[config.mk]
export PLATFORM = sky130hd
export DESIGN_NAME = usart_cmd_sched
export DESIGN_NICKNAME = d
export VERILOG_FILES = /design/src/rtl/usart_cmd_sched.sv
export SDC_FILE = /design/constraint.sdc
export NUM_CORES = 1
export LEC_CHECK = 0
export CAP_MARGIN = 40
export CORE_MARGIN = 3
export CORE_UTILIZATION = 49
export DETAILED_ROUTE_END_ITERATION = 8
export GPL_TIMING_DRIVEN = 0
export PLACE_DENSITY = 0.8
export RECOVER_POWER = 50
export SYNTH_ARGS = -nofsm -noshare
export SYNTH_HDL_FRONTEND = slang
export SYNTH_SLANG_ARGS = --single-unit
[constraint.sdc]
create_clock -name CPU_Clk -period 5.8 [get_ports CPU_Clk]
set_input_delay 0.58 -clock CPU_Clk [delete_from_list [all_inputs] [get_ports CPU_Clk]]
set_output_delay 0.58 -clock CPU_Clk [all_outputs]
set_load 0.01 [all_outputs]
[src/rtl/usart_cmd_sched.sv]
// Command scheduler: arbitrates config writes, queued TX bytes and RX reads onto the USART command bus.
// Strobes are registered (1 cycle after grant); TX backpressures via tx_ready, RX via rx_valid/rx_ready.

module usart_cmd_sched_fifo #(
  parameter int W     = 8,
  parameter int DEPTH = 4,
  parameter int CW    = $clog2(DEPTH) + 1
) (
  input  logic          clk,
  input  logic          rst,
  input  logic          push,
  input  logic [W-1:0]  push_dat,
  input  logic          pop,
  output logic [W-1:0]  head_dat,
  output logic [CW-1:0] count
);
  localparam int AW = $clog2(DEPTH);

  logic [W-1:0]  mem [DEPTH];
  logic [AW-1:0] wr_ptr, rd_ptr;

  assign head_dat = mem[rd_ptr];

  always_ff @(posedge clk) begin
    if (push) mem[wr_ptr] <= push_dat;
  end

  // DEPTH is a power of two, so pointer wrap is the natural overflow.
  always_ff @(posedge clk or posedge rst) begin
    if (rst) begin
      wr_ptr <= '0;
      rd_ptr <= '0;
      count  <= '0;
    end else begin
      if (push) wr_ptr <= wr_ptr + AW'(1);
      if (pop)  rd_ptr <= rd_ptr + AW'(1);
      if (push && !pop)      count <= count + CW'(1);
      else if (pop && !push) count <= count - CW'(1);
    end
  end
endmodule

module usart_cmd_sched #(
  parameter int         TX_DEPTH   = 4,
  parameter int         TX_GAP     = 176,
  parameter int         RX_LAT     = 2,
  parameter logic [5:0] CTRL_RESET = 6'b000000
) (
  input  logic                        CPU_Clk,
  input  logic                        Reset,
  input  logic                        cfg_valid,
  input  logic [5:0]                  cfg_data,
  output logic                        cfg_ready,
  input  logic                        tx_valid,
  input  logic [7:0]                  tx_data,
  output logic                        tx_ready,
  input  logic                        rx_req,
  output logic                        rx_valid,
  output logic [7:0]                  rx_data,
  input  logic                        rx_ready,
  input  logic [7:0]                  usart_rx_data,
  output logic                        None,
  output logic                        Rec,
  output logic                        Trans,
  output logic [5:0]                  Control,
  output logic [7:0]                  CPU_Data_in,
  output logic                        busy,
  output logic [$clog2(TX_DEPTH):0]   tx_count
);
  localparam int CW    = $clog2(TX_DEPTH) + 1;
  localparam int CNT_W = 16;

  typedef enum logic [2:0] {IDLE, CFG, TX_CMD, TX_HOLD, RX_CMD, RX_WAIT} state_t;

  state_t           state, state_n;
  logic [CNT_W-1:0] cnt, cnt_n;
  logic             grant_cfg, grant_tx, grant_rx, rx_sample;
  logic             rx_pending, last_tx, rx_elig, tx_elig;
  logic [7:0]       fifo_head;

  assign cfg_ready = (state == IDLE);
  assign busy      = (state != IDLE);
  assign tx_ready  = (tx_count < CW'(TX_DEPTH));
  assign rx_elig   = rx_pending && !rx_valid;
  assign tx_elig   = (tx_count != '0);

  usart_cmd_sched_fifo #(.W(8), .DEPTH(TX_DEPTH), .CW(CW)) u_tx_fifo (
    .clk      (CPU_Clk),
    .rst      (Reset),
    .push     (tx_valid && tx_ready),
    .push_dat (tx_data),
    .pop      (grant_tx),
    .head_dat (fifo_head),
    .count    (tx_count)
  );

  // The gap counter spans the grant, TX_CMD and TX_HOLD plus the re-arbitration
  // cycle in IDLE, so back-to-back transmit strobes land exactly TX_GAP apart.
  always_comb begin
    state_n   = state;
    cnt_n     = cnt;
    grant_cfg = 1'b0;
    grant_tx  = 1'b0;
    grant_rx  = 1'b0;
    rx_sample = 1'b0;
    case (state)
      IDLE: begin
        if (cfg_valid) begin
          grant_cfg = 1'b1;
          state_n   = CFG;
        end else if (rx_elig && (!tx_elig || last_tx)) begin
          grant_rx = 1'b1;
          state_n  = RX_CMD;
        end else if (tx_elig) begin
          grant_tx = 1'b1;
          state_n  = TX_CMD;
          cnt_n    = CNT_W'(TX_GAP - 1);
        end
      end
      CFG: state_n = IDLE;
      TX_CMD: begin
        state_n = TX_HOLD;
        cnt_n   = cnt - CNT_W'(1);
      end
      TX_HOLD: begin
        cnt_n = cnt - CNT_W'(1);
        if (cnt <= CNT_W'(1)) state_n = IDLE;
      end
      RX_CMD: begin
        state_n = RX_WAIT;
        cnt_n   = CNT_W'(RX_LAT - 1);
      end
      RX_WAIT: begin
        if (cnt == '0) begin
          rx_sample = 1'b1;
          state_n   = IDLE;
        end else begin
          cnt_n = cnt - CNT_W'(1);
        end
      end
      default: state_n = IDLE;
    endcase
  end

  always_ff @(posedge CPU_Clk or posedge Reset) begin
    if (Reset) begin
      state       <= IDLE;
      cnt         <= '0;
      None        <= 1'b0;
      Rec         <= 1'b0;
      Trans       <= 1'b0;
      Control     <= CTRL_RESET;
      CPU_Data_in <= '0;
      rx_pending  <= 1'b0;
      rx_valid    <= 1'b0;
      rx_data     <= '0;
      last_tx     <= 1'b1;
    end else begin
      state <= state_n;
      cnt   <= cnt_n;
      None  <= (state_n == CFG) || (state_n == TX_CMD) || (state_n == RX_CMD);
      Rec   <= (state_n == CFG) || (state_n == RX_CMD);
      Trans <= (state_n == CFG) || (state_n == TX_CMD);
      if (grant_cfg) Control <= cfg_data;
      if (grant_tx) CPU_Data_in <= fifo_head;
      if (grant_tx)      last_tx <= 1'b1;
      else if (grant_rx) last_tx <= 1'b0;
      // A request coinciding with the grant re-arms the pending flag.
      if (rx_req)        rx_pending <= 1'b1;
      else if (grant_rx) rx_pending <= 1'b0;
      if (rx_sample) begin
        rx_valid <= 1'b1;
        rx_data  <= usart_rx_data;
      end else if (rx_ready) begin
        rx_valid <= 1'b0;
      end
    end
  end
endmodule

# After elaboration in Yosys (flattened, before gate mapping)
# Memories as Yosys holds them, arrays and structs flattened. A register that Yosys moved wholly into a read port is not among the register bits.
# Index checks and enable logic that the tools add are counted.
# W data, S select, Z words.
[word_totals]
output_inout_bits = 32
n_memories = 1
inputBits = 28
elab_cells = 87
mem_bits_ro = 0
ramBits = 32
latchBits = 0
reg_bits = 46
[memory_table]
columns = ["memory", "words", "word_bits", "rd", "rd_ports_with_merged_regs", "write_ports", "line", "rtl"]
rows = [
  ["u_tx_fifo.mem", 4, 8, 1, 1, 1, "19", "logic [W-1:0] mem [DEPTH];"],
]
[op_classes]
bitwise = 0
multipliers = 0
div = 0
eq_ne = 11
reduce_logical = 24
order_cmp = 2
shifts = 0
addsub = 5
mux = 31
[ops]
columns = ["op", "count"]
rows = [
  ["$mux W16", 4],
  ["$pmux W16 S4", 1],
  ["$mux W3", 7],
  ["$mux W1", 18],
  ["$le A16 B1 Y1 const B", 1],
  ["$logic_not A16 Y1", 1],
  ["$sub A16 B1 Y16 const B", 1],
  ["$pmux W3 S5", 1],
  ["$eq A3 B2 Y1 const B", 3],
  ["$eq A3 B3 Y1 const B", 3],
  ["$reduce_bool A2 Y1", 4],
  ["$ne A2 B2 Y1 const B", 3],
  ["$reduce_bool A3 Y1", 2],
  ["$logic_and A1 B1 Y1", 5],
  ["$reduce_and A5 Y1", 1],
  ["$add A2 B1 Y2 const B", 2],
  ["$logic_not A1 Y1", 4],
  ["$logic_or A1 B1 Y1", 4],
  ["$reduce_bool A4 Y1", 1],
  ["$add A3 B1 Y3 const B", 1],
  ["$eq A3 B1 Y1 const B", 1],
  ["$logic_not A3 Y1", 1],
  ["$lt A3 B3 Y1 const B", 1],
  ["$sub A3 B1 Y3 const B", 1],
  ["2 further kinds", 2],
]

# Logic depth before layout (Yosys ltp)
[logic_depth]
ltp_word = 10
mapped_depth = 10
depth_no_buf = 9

# Modules after synthesis
# A second synthesis with hierarchy kept.
[unflattened]
cells_unflattened = 301
hier_area_um2 = 3762.4
[by_module_without_submodules]
columns = ["mod", "cells_per_inst", "area_per_inst_um2", "seq_area_each_um2", "n_inst"]
rows = [
  ["usart_cmd_sched", 226, 2223.4, 1177.4, 1],
  ["usart_cmd_sched_fifo", 75, 1539.0, 1136.1, 1],
]

# Least setup slack after synthesis
# Ideal clock, no wire load.
[synth_path]
kind = "reg2reg"
start = "register state[1]"
end = "register u_tx_fifo.count[1]"
arrival_ns = 2.552
t_required_ns = 5.675
setup_slack_ns = 3.123
n_path_buf = 1
setup_ns = 0.125
stages_incl_launch_ff = 9
period_less_slack_ns = 2.677
cell_sequence = "dfrtp_1 > or3_4 > a2111oi_4 > buf_4 > inv_1 > ha_1 > inv_1 > fa_1 > mux2_2"
[synth_via]
elab_chain_cells = 5
word_cells_on_any_way = 7
classes_between = "mux: 2; reduce/logical: 5"
[synth_lines]
columns = ["item", "line", "rtl"]
rows = [
  ["from (decl)", "75", "state_t state, state_n;"],
  ["from (signal assigned)", "159", "state <= state_n;"],
  ["$logic_not A3 Y1 *", "106", "case (state)"],
  ["$mux W1 *", "106", ""],
  ["$logic_not A1 Y1", "37", "if (push && !pop) count <= count + CW'(1);"],
  ["$logic_and A1 B1 Y1", "37", ""],
  ["$mux W3 / $reduce_bool A2 Y1 (equally long branches)", "n/a", ""],
  ["to (signal assigned)", "37", ""],
  ["to (signal assigned)", "38", "else if (pop && !push) count <= count - CW'(1);"],
  ["to (decl)", "15", "output logic [CW-1:0] count"],
]
# Every way passes the cells marked *; elsewhere a longest branch is shown, timed or not.
# A chain may end at the register's enable or synchronous reset.

# Final worst setup path
[layout_path]
start = "register state[0]"
end = "register u_tx_fifo.count[1]"
# Same word-level chain as after synthesis.

==> results.py <==
metrics = {
    "run_status": {
        "run_status": "finished, violations left",
        "failed_checks": "capacitance limit, slew limit",
    },
    "logic_synthesis": {
        "syn-cell-area_um2": 3860,
        "synth_largest_type_area_fraction_pct": 34.4,
        "netlist_instances": 275,
        "ys_seq_area_share_pct": 60.0,
        "yosys_warnings": 0,
        "synth.lib_cells_used.distinct": 59,
        "yosysMostFrequentCell": "dfrtp_1",
        "synthTopCellsByArea": "dfrtp_1 (34%), edfxtp_1 (25%), mux2_2 (6.7%)",
        "synth_top_flop_cell": "dfrtp_1",
        "synth.cells.most_frequent": "dfrtp_1 (53), edfxtp_1 (32), mux2_2 (23)",
        "ys_seq_elements": 86,
        "async_reset_ff_share_pct": 62.8,
        "dominant_cell_type_by_area_after_synthesis": "dfrtp_1",
        "synthesis.nets": 311,
        "count_of_flip_flops_with_a_built_in_enable_after_synthesis": 32,
        "syn_avg_cell_area_um2": 14.0,
    },
    "sta": {
        "final-setup-viol-count": 0,
        "rsz0062_at_grt": "false",
        "report.final.hold_viol_count": 0,
        "final.min_clock_period_ns": 3.13,
        "tightestPinTransition_ns": 1.52,
        "skew_ns": 0.0119,
        "slew_headroom_pct": -1.20,
        "fmaxAchievable_ghz": 0.320,
        "report.final.slew_viol_count": 30,
        "setup_total_negative_slack_ns": 0,
        "finalCritPeriodShare_pct": 53.9,
    },
    "setup_path": {
        "path_max_fanout": 10,
        "path_class": "reg2reg",
        "critical_path.endpoint_type": "register",
        "arr_time_crit_path_ns": 3.37,
        "worst-endpoint-required_ns": 6.04,
        "crit_path_start_kind": "register",
    },
    "clocking": {
        "clock_tree.htree_level_count": 3,
        "cts.clk_slew.worst_paths_ns": 0.09,
        "root_buffer": "clkbuf_8",
        "insertion_delay_ns": 0.35,
        "cts_setup_buffers": 0,
        "max-clock-path-buffers": 2,
        "cts_sinks": 86,
        "ctsHoldBuffers": 0,
        "tritoncts": "built",
        "tritoncts.num_buffers": 9,
        "post_cts_resized": 0,
    },
    "routing": {
        "route.detailed.drc": 0,
        "drt_pass1_iterations": 4,
        "wire_per_inst_um": 17.0,
        "routed_via_density": 5.69,
        "first_iter_violations": 211,
        "wl_mm": 7.64,
        "drt.antenna.violating_nets": 0,
        "vias": 2562,
    },
    "layout": {
        "post-route-cell-area_um2": 4790,
        "antenna_cells": 0,
        "syn_to_final_growth_pct": 24.2,
        "fraction_of_layout_cells_with_a_size_suffix_above_1_pct": 19.1,
        "design.final.nets": 382,
    },
    "floorplan": {
        "width_of_the_die_um": 94.7,
        "floorplan.core_area_um2": 7450,
        "dieHeight_um": 94.7,
        "initial_core_util_pct": 51.8,
        "io_pins": 60,
        "num_rows": 31,
        "die-area_um2": 8970,
    },
    "power": {
        "worst_ir_drop_vdd_uv": 291,
        "power.share.combinational_pct": 41.5,
        "powerDensity_nw_per_um2": 513,
        "seqPwrFrac_pct": 39.5,
        "static-leakage-power_nw": 1.89,
        "p_sw_w": 0.000873,
        "p_clk_share_pct": 19.0,
        "share_of_total_power_consumed_by_net_switching_pct": 35.5,
        "cell_internal_pwr_w": 0.00158,
    },
    "job": {
        "cap_viol_max_count": 1,
    },
    "global_route": {
        "grt_usage_pct": 18.5,
        "grt_start_max_net_pins": 30,
        "sum_of_overflow_across_all_layers_after_global_routing": 0,
        "grt_pass1_wl_mm": 12.6,
        "grt_pass1_vias": 2611,
        "grt_antenna_before_repair": 0,
    },
    "placed_design": {
        "post-dp-hpwl_mm": 5.38,
        "post_dp_cell_area_um2": 4590,
        "globalplace.congestion": 0.918,
        "port-buffer-count": 59,
    },
    "hold_path": {
        "min-delay-path-class": "reg2reg",
    },
}
## cells by family after synthesis
kind of cell	count (synthesis)	synth area share (%)
DFF	86	60.0
and+or+nand+nor	69	10.8
AOI/OAI and AO/OA	46	10.1
muxes	32	11.7
buffers and inverters	28	3.28
adders and majority gates	8	2.79
xor gates and xnor gates	6	1.36
## cell type report
cell class | count | area [um2]
clock inverters | 6 | 93.8
fillers | 563 | 2660
multi-input cells | 161 | 1410
plain buffers | 9 | 55.1
repair buffers | 60 | 594
flip-flops and latches | 86 | 2310
well taps | 99 | 124
inverters | 19 | 71.3
clock buffers | 10 | 128
## power by group through the flow
stage | Clock, W | Sequential [W] | Combinational (W)
global route | 0.000498 | 0.000993 | 0.00112
CTS | 0.000472 | 0.000970 | 0.00104
global placement | 0 | 0.000969 | 0.000998
detailed placement | 0 | 0.000980 | 0.00103
finish | 0.000467 | 0.000970 | 0.00102
floorplan | 0 | 0.000993 | 0.000617
## critical path, cell delays in order (launching register included)
cell and delay (ns):
dfrtp_1 0.45, or3_1 0.46, a2111oi_4 0.63, buf_4 0.31
inv_1 0.13, ha_1 0.25, inv_1 0.09, fa_1 0.42
mux2_2 0.29
## per-layer routing
metal | share of wire (%) | up-vias | track usage [%]
met1 | 44 | 1276 | 25.0
met4 | 1.3 | 0 | 5.77
met2 | 48 | 87 | 29.2
met3 | 6.4 | 8 | 5.02
li1 | - | 1191 | -
met5 | 0 | - | 0
## cell usage in the layout (no fill, tap or decap), drive strengths merged, types with 8 or more instances in the layout
master and n:
nand3 12, dfrtp 53, nand2 15, mux2 24, mux4 8, clkdlybuf4s50 42, edfxtp 32, inv 21
clkbuf 14, dlygate4sd3 17
## path summary, 6_finish.rpt
| path | start | endpoint | slack [ns] | cells after the start |
|---|---|---|---|---|
| setup / recovery | state[0] | u_tx_fifo.count[1] | 2.67 | 8 |
| hold / removal | rx_pending | rx_pending | 0.47 | 1 |
| setup reg to reg | state[0] | u_tx_fifo.count[1] | 2.67 | 8 |
| hold reg to reg | rx_pending | rx_pending | 0.47 | 1 |
| max in group asynchronous | Reset | rx_data[7] | 2.96 | 3 |
| min in group asynchronous | Reset | u_tx_fifo.wr_ptr[1] | 0.90 | 2 |
## stage by stage
stage | power (W) | setup WS [ns] | hold slack (ns) | utilization [%] | std cells
2_1_floorplan | 0.00161 | 3.12 | 0.441 | - | 275
3_3_place_gp | 0.00197 | 2.66 | 0.449 | 61.4 | 433
3_5_place_dp | 0.00201 | 2.55 | 0.460 | 61.7 | 434
4_1_cts | 0.00248 | 2.70 | 0.480 | 64.6 | 450
5_1_grt | 0.00261 | 2.44 | 0.509 | 64.3 | 450
6_report | 0.00246 | 2.67 | 0.474 | 64.3 | 450
## registers in the layout (all words and copies together), names as in the netlist, 2 cells and up
signal            flops
u_tx_fifo.mem        32
cnt                  16
CPU_Data_in           8
rx_data               8
Control               6
state                 3
u_tx_fifo.count       3
u_tx_fifo.rd_ptr      2
u_tx_fifo.wr_ptr      2
No activity file was read; power rests on OpenSTA's default activity.
